`src/rtl/fsl_out_arbiter.sv`:
```
// fsl_out_arbiter
// Packet-granular round-robin arbiter that shares one registered 64-bit
// switch write port between two FSL-side packet sources. A granted source
// owns the port until it delivers its end-of-packet word. Packet boundaries
// come from the ctrl field: a nonzero ctrl word after at least one payload
// word ends the packet. One idle bubble cycle follows every packet. Tie
// breaks alternate between the sources, using the last-granted source.

module fsl_out_arbiter #(
    parameter int DATA_WIDTH = 64,
    parameter int CTRL_WIDTH = 8
) (
    input  logic                  FSL_Clk,
    input  logic                  FSL_Rst,

    input  logic                  src0_wr,
    input  logic [DATA_WIDTH-1:0] src0_data,
    input  logic [CTRL_WIDTH-1:0] src0_ctrl,
    output logic                  src0_rdy,

    input  logic                  src1_wr,
    input  logic [DATA_WIDTH-1:0] src1_data,
    input  logic [CTRL_WIDTH-1:0] src1_ctrl,
    output logic                  src1_rdy,

    output logic                  out_wr,
    output logic [DATA_WIDTH-1:0] out_data,
    output logic [CTRL_WIDTH-1:0] out_ctrl,
    input  logic                  in_rdy,

    output logic [1:0]            grant,
    output logic [15:0]           pkt_cnt0,
    output logic [15:0]           pkt_cnt1
);

    typedef enum logic [1:0] {
        IDLE = 2'd0,
        OWN0 = 2'd1,
        OWN1 = 2'd2
    } state_t;

    state_t                state;
    state_t                state_nxt;
    logic                  last;
    logic                  seen_pay;

    logic                  acc;
    logic                  eop;
    logic [DATA_WIDTH-1:0] acc_data;
    logic [CTRL_WIDTH-1:0] acc_ctrl;

    logic [15:0]           cnt0_q;
    logic [15:0]           cnt1_q;

    // Owner-side handshake: ready, grant and the accepted-word mux follow the state.
    always_comb begin
        src0_rdy = 1'b0;
        src1_rdy = 1'b0;
        grant    = '0;
        acc      = 1'b0;
        acc_data = src0_data;
        acc_ctrl = src0_ctrl;
        case (state)
            OWN0: begin
                src0_rdy = in_rdy;
                grant    = 2'b01;
                acc      = src0_wr & in_rdy;
            end
            OWN1: begin
                src1_rdy = in_rdy;
                grant    = 2'b10;
                acc      = src1_wr & in_rdy;
                acc_data = src1_data;
                acc_ctrl = src1_ctrl;
            end
            default: begin
            end
        endcase
        // Header words carry nonzero ctrl too; only one seen after payload ends the packet.
        eop = acc & (acc_ctrl != '0) & seen_pay;
    end

    // Next-state: round-robin choice in IDLE, release the port on end of packet.
    always_comb begin
        state_nxt = state;
        case (state)
            IDLE: begin
                if (src0_wr && src1_wr) begin
                    state_nxt = last ? OWN0 : OWN1;
                end else if (src0_wr) begin
                    state_nxt = OWN0;
                end else if (src1_wr) begin
                    state_nxt = OWN1;
                end
            end
            OWN0, OWN1: begin
                if (eop) begin
                    state_nxt = IDLE;
                end
            end
            default: state_nxt = IDLE;
        endcase
    end

    // State, last-granted source and payload-seen flag.
    always_ff @(posedge FSL_Clk) begin
        if (FSL_Rst) begin
            state    <= IDLE;
            last     <= 1'b1;
            seen_pay <= 1'b0;
        end else begin
            state <= state_nxt;
            if (eop) begin
                last     <= (state == OWN1);
                seen_pay <= 1'b0;
            end else if (acc && (acc_ctrl == '0)) begin
                seen_pay <= 1'b1;
            end
        end
    end

    // Registered output port: one-cycle delayed copy of each accepted word.
    always_ff @(posedge FSL_Clk) begin
        if (FSL_Rst) begin
            out_wr   <= 1'b0;
            out_data <= '0;
            out_ctrl <= '0;
        end else begin
            out_wr <= acc;
            if (acc) begin
                out_data <= acc_data;
                out_ctrl <= acc_ctrl;
            end
        end
    end

    // Per-source completed-packet counters, wrapping naturally at 16 bits.
    always_ff @(posedge FSL_Clk) begin
        if (FSL_Rst) begin
            cnt0_q <= '0;
            cnt1_q <= '0;
        end else if (eop) begin
            if (state == OWN0) begin
                cnt0_q <= cnt0_q + 16'd1;
            end else begin
                cnt1_q <= cnt1_q + 16'd1;
            end
        end
    end

    assign pkt_cnt0 = cnt0_q;
    assign pkt_cnt1 = cnt1_q;

endmodule
```
`config.mk`:
```
export PLATFORM = sky130hd
export DESIGN_NAME = fsl_out_arbiter
export DESIGN_NICKNAME = d
export VERILOG_FILES = /design/src/rtl/fsl_out_arbiter.sv
export SDC_FILE = /design/constraint.sdc
export NUM_CORES = 1
export LEC_CHECK = 0
export CAP_MARGIN = 25
export CORE_UTILIZATION = 43
export DETAILED_ROUTE_END_ITERATION = 6
export PLACE_DENSITY_LB_ADDON = 0.05
export SKIP_CTS_REPAIR_TIMING = 1
export SYNTH_ARGS = -nofsm -noshare
export SYNTH_HDL_FRONTEND = slang
export SYNTH_SLANG_ARGS = --single-unit
```
`constraint.sdc`:
```
create_clock -name FSL_Clk -period 4.05 [get_ports FSL_Clk]
set_clock_uncertainty 0.05 [all_clocks]
set_input_delay 0.6075 -clock FSL_Clk [delete_from_list [all_inputs] [get_ports FSL_Clk]]
set_output_delay 0.6075 -clock FSL_Clk [all_outputs]
set_load 0.01 [all_outputs]
```
==> flow_summary.yaml, run 1 <==
sta:
  finalSetupViolCount: 0
  min_period_ns: 3.01
  worstMarginPinSlew_ns: 0.956
  drv_slew: 0
  max_slew_margin_pct: 36.3
  period_share_pct: 74.3
  hold_viol_final: 0
  rsz0062_at_grt: "false"
  fmax_mhz: 332
  tns_ns: 0
drt:
  postRouteAntennaNets: 0
  wl_per_cell_um: 16.5
  drt-pass1-iter-count: 4
  via_count: 4872
  drt-total-wl_um: 15300
  drc: 0
  drtIter0Drc: 239
  vias_per_cell: 5.26
grt:
  grt_pass1_wl_um: 22700
  grt_max_degree: 97
  grt_pass1_vias: 4515
  overflow: 0
  antenna_found_initial: 0
  grt_usage_pct: 24.2
setup_path:
  cp.arrival_ns: 3.22
  cp.required_ns: 4.26
  critPathMaxFanout: 15
  start_kind: "register"
  cpPeakStageDelay_ns: 0.86
  cp-end-kind: "register"
  slowest_stage: "a2111oi_4"
  r2r_cells: 7
  path_cells: "inv_1 -> ha_1 -> mux2i_2 -> a2111oi_4 -> o21ai_1 -> or4_1 -> a21oi_1"
  critPathKind: "register to register"
layout:
  post-route-util_pct: 69.9
  fill_cells: 905
  syn_to_final_growth_pct: 58.5
  nets: 934
  diodes: 0
  drive_above_1_share_pct: 3.83
synthesis:
  postSynthCellCount: 545
  syn-num-nets: 701
  yosysUniqueCellTypes: 38
  syn_area_mm2: 0.00503
  synth_seq_cells: 109
  avgSynthCellArea_um2: 9.24
  yosysWarnings: 0
  seq_area_frac_synth_pct: 43.4
clocking:
  clock_tree.root_cell: "clkbuf_16"
  h-tree-depth: 3
  clk_latency_ns: 0.34
  cts_made_buffers: 9
  cts_tree: "yes"
  cts_buffer_depth: 2
  clkTransAtPathRegs_ns: 0.07
  clock_sinks: 109
power:
  peakVddDrop_mv: 0.224
  p_per_area_mw_per_mm2: 396
  total_power_uw: 3160
  leakage_uw: 0.00263
worst_hold_path:
  whs_path_depth: 2
  hp-class: "register to register"
place:
  gp_congestion: 0.785
  io_buffers: 257
  dpl.hpwl_um: 11300
floorplanning:
  boundaryPins: 258
  fp.coreArea_mm2: 0.0114
  start_util_pct: 44.1
  fp.dieH_um: 110
  fp-row-count: 39
  die_x_um: 110
  design.die.area_mm2: 0.0121
run_status:
  outcome: "completed"
job:
  drv_cap: 0
-- where the power goes --
| group | internal [uW] | total (uW) | switching [uW] |
|---|---|---|---|
| clock | 439 | 829 | 390 |
| sequential | 1190 | 1260 | 62.2 |
| combinational | 572 | 1080 | 503 |
| total | 2200 | 3160 | 955 |
-- final timing paths --
| check | start | end | slack [ns] |
|---|---|---|---|
| setup / recovery | state[0]$_SDFFE_PP0P_ | pkt_cnt1[15]$_SDFFE_PP0P_ | 1.04 |
| hold / removal | out_data[19]$_SDFFE_PP0P_ | out_data[19]$_SDFFE_PP0P_ | 0.45 |
| setup reg to reg | state[0]$_SDFFE_PP0P_ | pkt_cnt1[15]$_SDFFE_PP0P_ | 1.04 |
| hold reg to reg | out_data[19]$_SDFFE_PP0P_ | out_data[19]$_SDFFE_PP0P_ | 0.45 |
-- cell usage after synthesis --
| cell type | count | share of area, % |
|---|---|---|
| nor4_2 | 4 | 0.99 |
| mux2i_2 | 1 | 0.27 |
| inv_1 | 8 | 0.60 |
| nor2_2 | 1 | 0.12 |
| and4_1 | 3 | 0.52 |
| or4_1 | 5 | 0.75 |
| nand2_1 | 19 | 1.4 |
| dfxtp_1 | 109 | 43 |
| nand4_1 | 3 | 0.37 |
| o211ai_1 | 2 | 0.30 |
| nand3b_1 | 2 | 0.30 |
| nand4b_1 | 1 | 0.17 |
| and2_1 | 4 | 0.50 |
| o21bai_1 | 2 | 0.30 |
| nor2b_1 | 3 | 0.37 |
| mux2i_1 | 73 | 15 |
| clkbuf_1 | 29 | 2.2 |
| nor2_1 | 93 | 6.9 |
| nor3_1 | 2 | 0.20 |
| a2111oi_4 | 2 | 1.1 |
| o2111ai_1 | 6 | 1.0 |
| a311oi_1 | 1 | 0.17 |
| o21ai_0 | 13 | 1.3 |
| nor3b_1 | 1 | 0.15 |
| buf_1 | 8 | 0.60 |
| or2_0 | 1 | 0.12 |
| a21oi_1 | 20 | 2.0 |
| o21ai_1 | 3 | 0.30 |
| and3_1 | 5 | 0.62 |
| buf_2 | 3 | 0.30 |
| or3_1 | 11 | 1.4 |
| ha_1 | 7 | 1.7 |
| xor2_1 | 13 | 2.3 |
| nand3_1 | 6 | 0.60 |
| o31ai_1 | 6 | 0.89 |
| mux2_1 | 2 | 0.45 |
| a211oi_1 | 72 | 11 |
| nand2b_1 | 1 | 0.12 |
-- layer usage --
metal	wire, um	GRT usage, %	up-vias	part of all wire (%)
met4	348	8.46	0	2.3
li1	-	-	2467	-
met3	1150	6.41	21	7.5
met5	0	0	-	0
met2	7500	43.1	165	49
met1	6300	27.9	2219	41
-- state kept, by name, indices dropped and copies added (netlist names) --
register / flops
last: 1
out_ctrl: 8
out_data: 64
out_wr: 1
pkt_cnt0: 16
pkt_cnt1: 16
seen_pay: 1
state: 2
-- critical path, delay by kind of cell, from the launching register on --
family | cells | cell delay [ns]
mux | 1 | 0.26
fa+ha+maj | 1 | 0.27
buf+inv | 1 | 0.13
flops | 1 | 0.39
simple gates | 1 | 0.48
compound gates | 3 | 1.36
-- cell usage in the layout, fill, tap and decap left out, drive strengths merged, types with 4 or more instances in the layout --
cell           Yosys  layout
or3               11      11
dfxtp            109     109
nor4               4       4
nor2              94      94
clkdlybuf4s50      0     256
o31ai              6       6
o21ai             16      16
inv                8       9
mux2i             74      74
a21oi             20      20
o2111ai            6       6
a211oi            72      72
xor2              13      13
nand2             19      19
clkbuf            29      12
and2               4       4
ha                 7       7
or4                5       5
buf               11       6
and3               5       5
nand3              6       6
-- area by class of cell --
cell class / instances / area (um^2) / share of cell area [%]
multi-input combinational: 388 / 2690 / 33.7
timing repair buffer: 262 / 2620 / 32.8
sequential: 109 / 2180 / 27.4
clock buffer: 12 / 246 / 3.09
tap: 143 / 179 / 2.24
clock inverter: 4 / 32.5 / 0.408
inverter: 8 / 30.0 / 0.376
-- stage by stage --
| step | area [um^2] | hold WS (ns) | cells | worst slack (ns) |
|---|---|---|---|---|
| after detailed placement | 7700 | 0.438 | 910 | 0.802 |
| after global placement | 7700 | 0.425 | 910 | 0.871 |
| after global routing | 7980 | 0.466 | 926 | 0.845 |
| after floorplan | 5030 | 0.446 | 545 | 1.74 |
| final | 7980 | 0.448 | 926 | 1.04 |
| after CTS | 7980 | 0.447 | 926 | 1.06 |
-- kinds of logic after synthesis --
kind of cell,synth area share (%)
buffers and inverters,3.65
DFF,43.4
xor gates and xnor gates,2.26
and+or+nand+nor,15.6
AOI/OAI and AO/OA,18.1
adders and majority gates,1.74
muxes,15.2
Note: power is estimated with default switching activity, not from simulation.
==> run 2, diff against run 1 <==
Settings changed: CORE_UTILIZATION 43 to 40.
Clock period 4.05 ns to 2.9 ns, I/O delays scaled along.
==> run 2 against run 1 <==
Critical path depth increased by 1; power increased by 40%; final cell count increased by 3.2%; clock-buffer cell count fell by 2; combinational power is 41% higher; die area up 7.4%; register-to-register slack got worse by 0.82 ns; routed wire length down 0.20%; non-clock buffer count increased by 8; clock power increased by 39%; sequential share of layout area is 0.32 points lower; global-route usage is 0.76 points lower.
==> flow_summary.yaml, run 2 (same netlist as run 1, synthesis figures left out) <==
run_status:
  outcome: "completed"
sta:
  finalSetupViolCount: 0
  fmax_mhz: 373
  min_period_ns: 2.68
  drv_slew: 0
  hold_viol_final: 0
  period_share_pct: 92.5
  rsz0062_at_grt: "false"
  max_slew_margin_pct: 46.8
  worstMarginPinSlew_ns: 0.798
  tns_ns: 0
clocking:
  cts_made_buffers: 9
  clkTransAtPathRegs_ns: 0.07
  cts_buffer_depth: 2
  clock_sinks: 109
  clock_tree.root_cell: "clkbuf_16"
  cts_tree: "yes"
  h-tree-depth: 3
  clk_latency_ns: 0.34
floorplanning:
  fp.coreArea_mm2: 0.0122
  start_util_pct: 41.4
  fp.dieH_um: 114
  die_x_um: 114
  design.die.area_mm2: 0.0130
  boundaryPins: 258
  fp-row-count: 40
grt:
  grt_usage_pct: 23.5
  grt_pass1_vias: 4700
  overflow: 0
  grt_pass1_wl_um: 23900
  grt_max_degree: 79
  antenna_found_initial: 0
drt:
  vias_per_cell: 5.21
  postRouteAntennaNets: 0
  via_count: 4981
  drt-pass1-iter-count: 4
  drtIter0Drc: 220
  wl_per_cell_um: 16.0
  drc: 0
  drt-total-wl_um: 15300
place:
  io_buffers: 257
  dpl.hpwl_um: 11500
  gp_congestion: 0.828
setup_path:
  cpPeakStageDelay_ns: 0.52
  r2r-end: "pkt_cnt0[14]$_SDFFE_PP0P_"
  path_cells: "inv_1 -> ha_1 -> nand2_1 -> a2111oi_4 -> buf_4 -> o2111ai_1 -> or3_1 -> a21oi_1"
  r2r_cells: 8
  cp.arrival_ns: 2.90
  cp.required_ns: 3.12
  r2r-start: "state[1]$_SDFFE_PP0P_"
  critPathKind: "register to register"
  critPathMaxFanout: 6
  cp.buffers_inverters: 2
  critical_path.top_delay_family: "compound AO/OA/AOI/OAI gates"
  slowest_stage: "a2111oi_4"
  cp-end-kind: "register"
  timing.reg2reg.setup_slack_ns: 0.22
  start_kind: "register"
power:
  clkPwrFrac_pct: 26.0
  leakage_uw: 0.00268
  sw_frac_of_total_pct: 29.3
  switchingPower_uw: 1300
  total_power_uw: 4430
  peakVddDrop_mv: 0.337
  p_per_area_mw_per_mm2: 549
  intPower_uw: 3130
  comb_power_share_pct: 34.3
  pwr-share-seq_pct: 39.7
layout:
  fill_cells: 992
  syn_to_final_growth_pct: 60.4
  top_register: "out_data"
  drive_above_1_share_pct: 4.57
  largest_reg_flops: 64
  diodes: 0
  layout_commonest_cell: "clkdlybuf4s50_1"
  most-common-layout-cells: "clkdlybuf4s50_1, dfxtp_1, nor2_1"
  nets: 942
worst_hold_path:
  whs_path_depth: 2
  hold_end: "pkt_cnt1[15]$_SDFFE_PP0P_"
  hp-class: "register to register"
  holdCritStartpoint: "pkt_cnt1[15]$_SDFFE_PP0P_"
job:
  drv_cap: 0
## run 2: cell types whose count changed in the layout (fill, tap and decap cells not counted), sizes merged
cell and delta:
buf +8, clkbuf -2, clkinvlp -2, bufinv +1, clkinv +1, inv -1
## run 2: routing by layer
layer,wire [um],track usage [%]
met5,0,0
met4,221,6.58
met3,1250,7.09
met2,7690,41.7
met1,6100,27.2
## run 2: how the worst max path moves through the flow
stage                          start                        end  slack [ns]  depth (start not counted)
5_1_grt        state[1]$_SDFFE_PP0P_  pkt_cnt0[12]$_SDFFE_PP0P_        0.02                          8
6_report       state[1]$_SDFFE_PP0P_  pkt_cnt0[14]$_SDFFE_PP0P_        0.22                          8
2_1_floorplan  state[0]$_SDFFE_PP0P_  pkt_cnt1[14]$_SDFFE_PP0P_        0.59                          8
3_5_place_dp            src0_ctrl[4]  pkt_cnt0[14]$_SDFFE_PP0P_        0.04                          8
3_3_place_gp            src0_ctrl[4]  pkt_cnt0[12]$_SDFFE_PP0P_        0.13                          8
4_1_cts        state[0]$_SDFFE_PP0P_  pkt_cnt0[14]$_SDFFE_PP0P_        0.23                          8
## run 2: cell type report
type | count | area (um^2) | area share, %
sequential | 109 | 2180 | 27.0
multi-input combinational | 388 | 2690 | 33.3
clock inverter | 3 | 40.0 | 0.496
tap | 168 | 210 | 2.60
inverter | 8 | 30.0 | 0.372
timing repair buffer | 270 | 2690 | 33.4
clock buffer | 10 | 229 | 2.84
## run 2: worst min-delay path: stages (launching register included)
cell	delay (ns)
dfxtp_1	0.33
o31ai_1	0.07
a21oi_1	0.05
## run 2: metrics by stage
| step | setup WS, ns | hold slack, ns | area (um^2) | std cells | util (%) |
|---|---|---|---|---|---|
| finish | 0.218 | 0.445 | 8070 | 956 | 66.4 |
| global route | 0.0220 | 0.464 | 8070 | 956 | 66.4 |
| CTS | 0.227 | 0.449 | 8070 | 956 | 66.4 |
| detailed placement | 0.0384 | 0.438 | 7800 | 943 | 64.2 |
| global placement | 0.130 | 0.430 | 7800 | 943 | 64.2 |
| floorplan | 0.591 | 0.446 | 5030 | 545 | - |
## run 2: power by group through the flow
stage	Sequential, uW	Clock [uW]	Combinational [uW]
floorplan	1860	0	730
detailed placement	1790	0	1520
global route	1780	1250	1650
finish	1760	1150	1520
global placement	1780	0	1490
CTS	1760	1190	1530
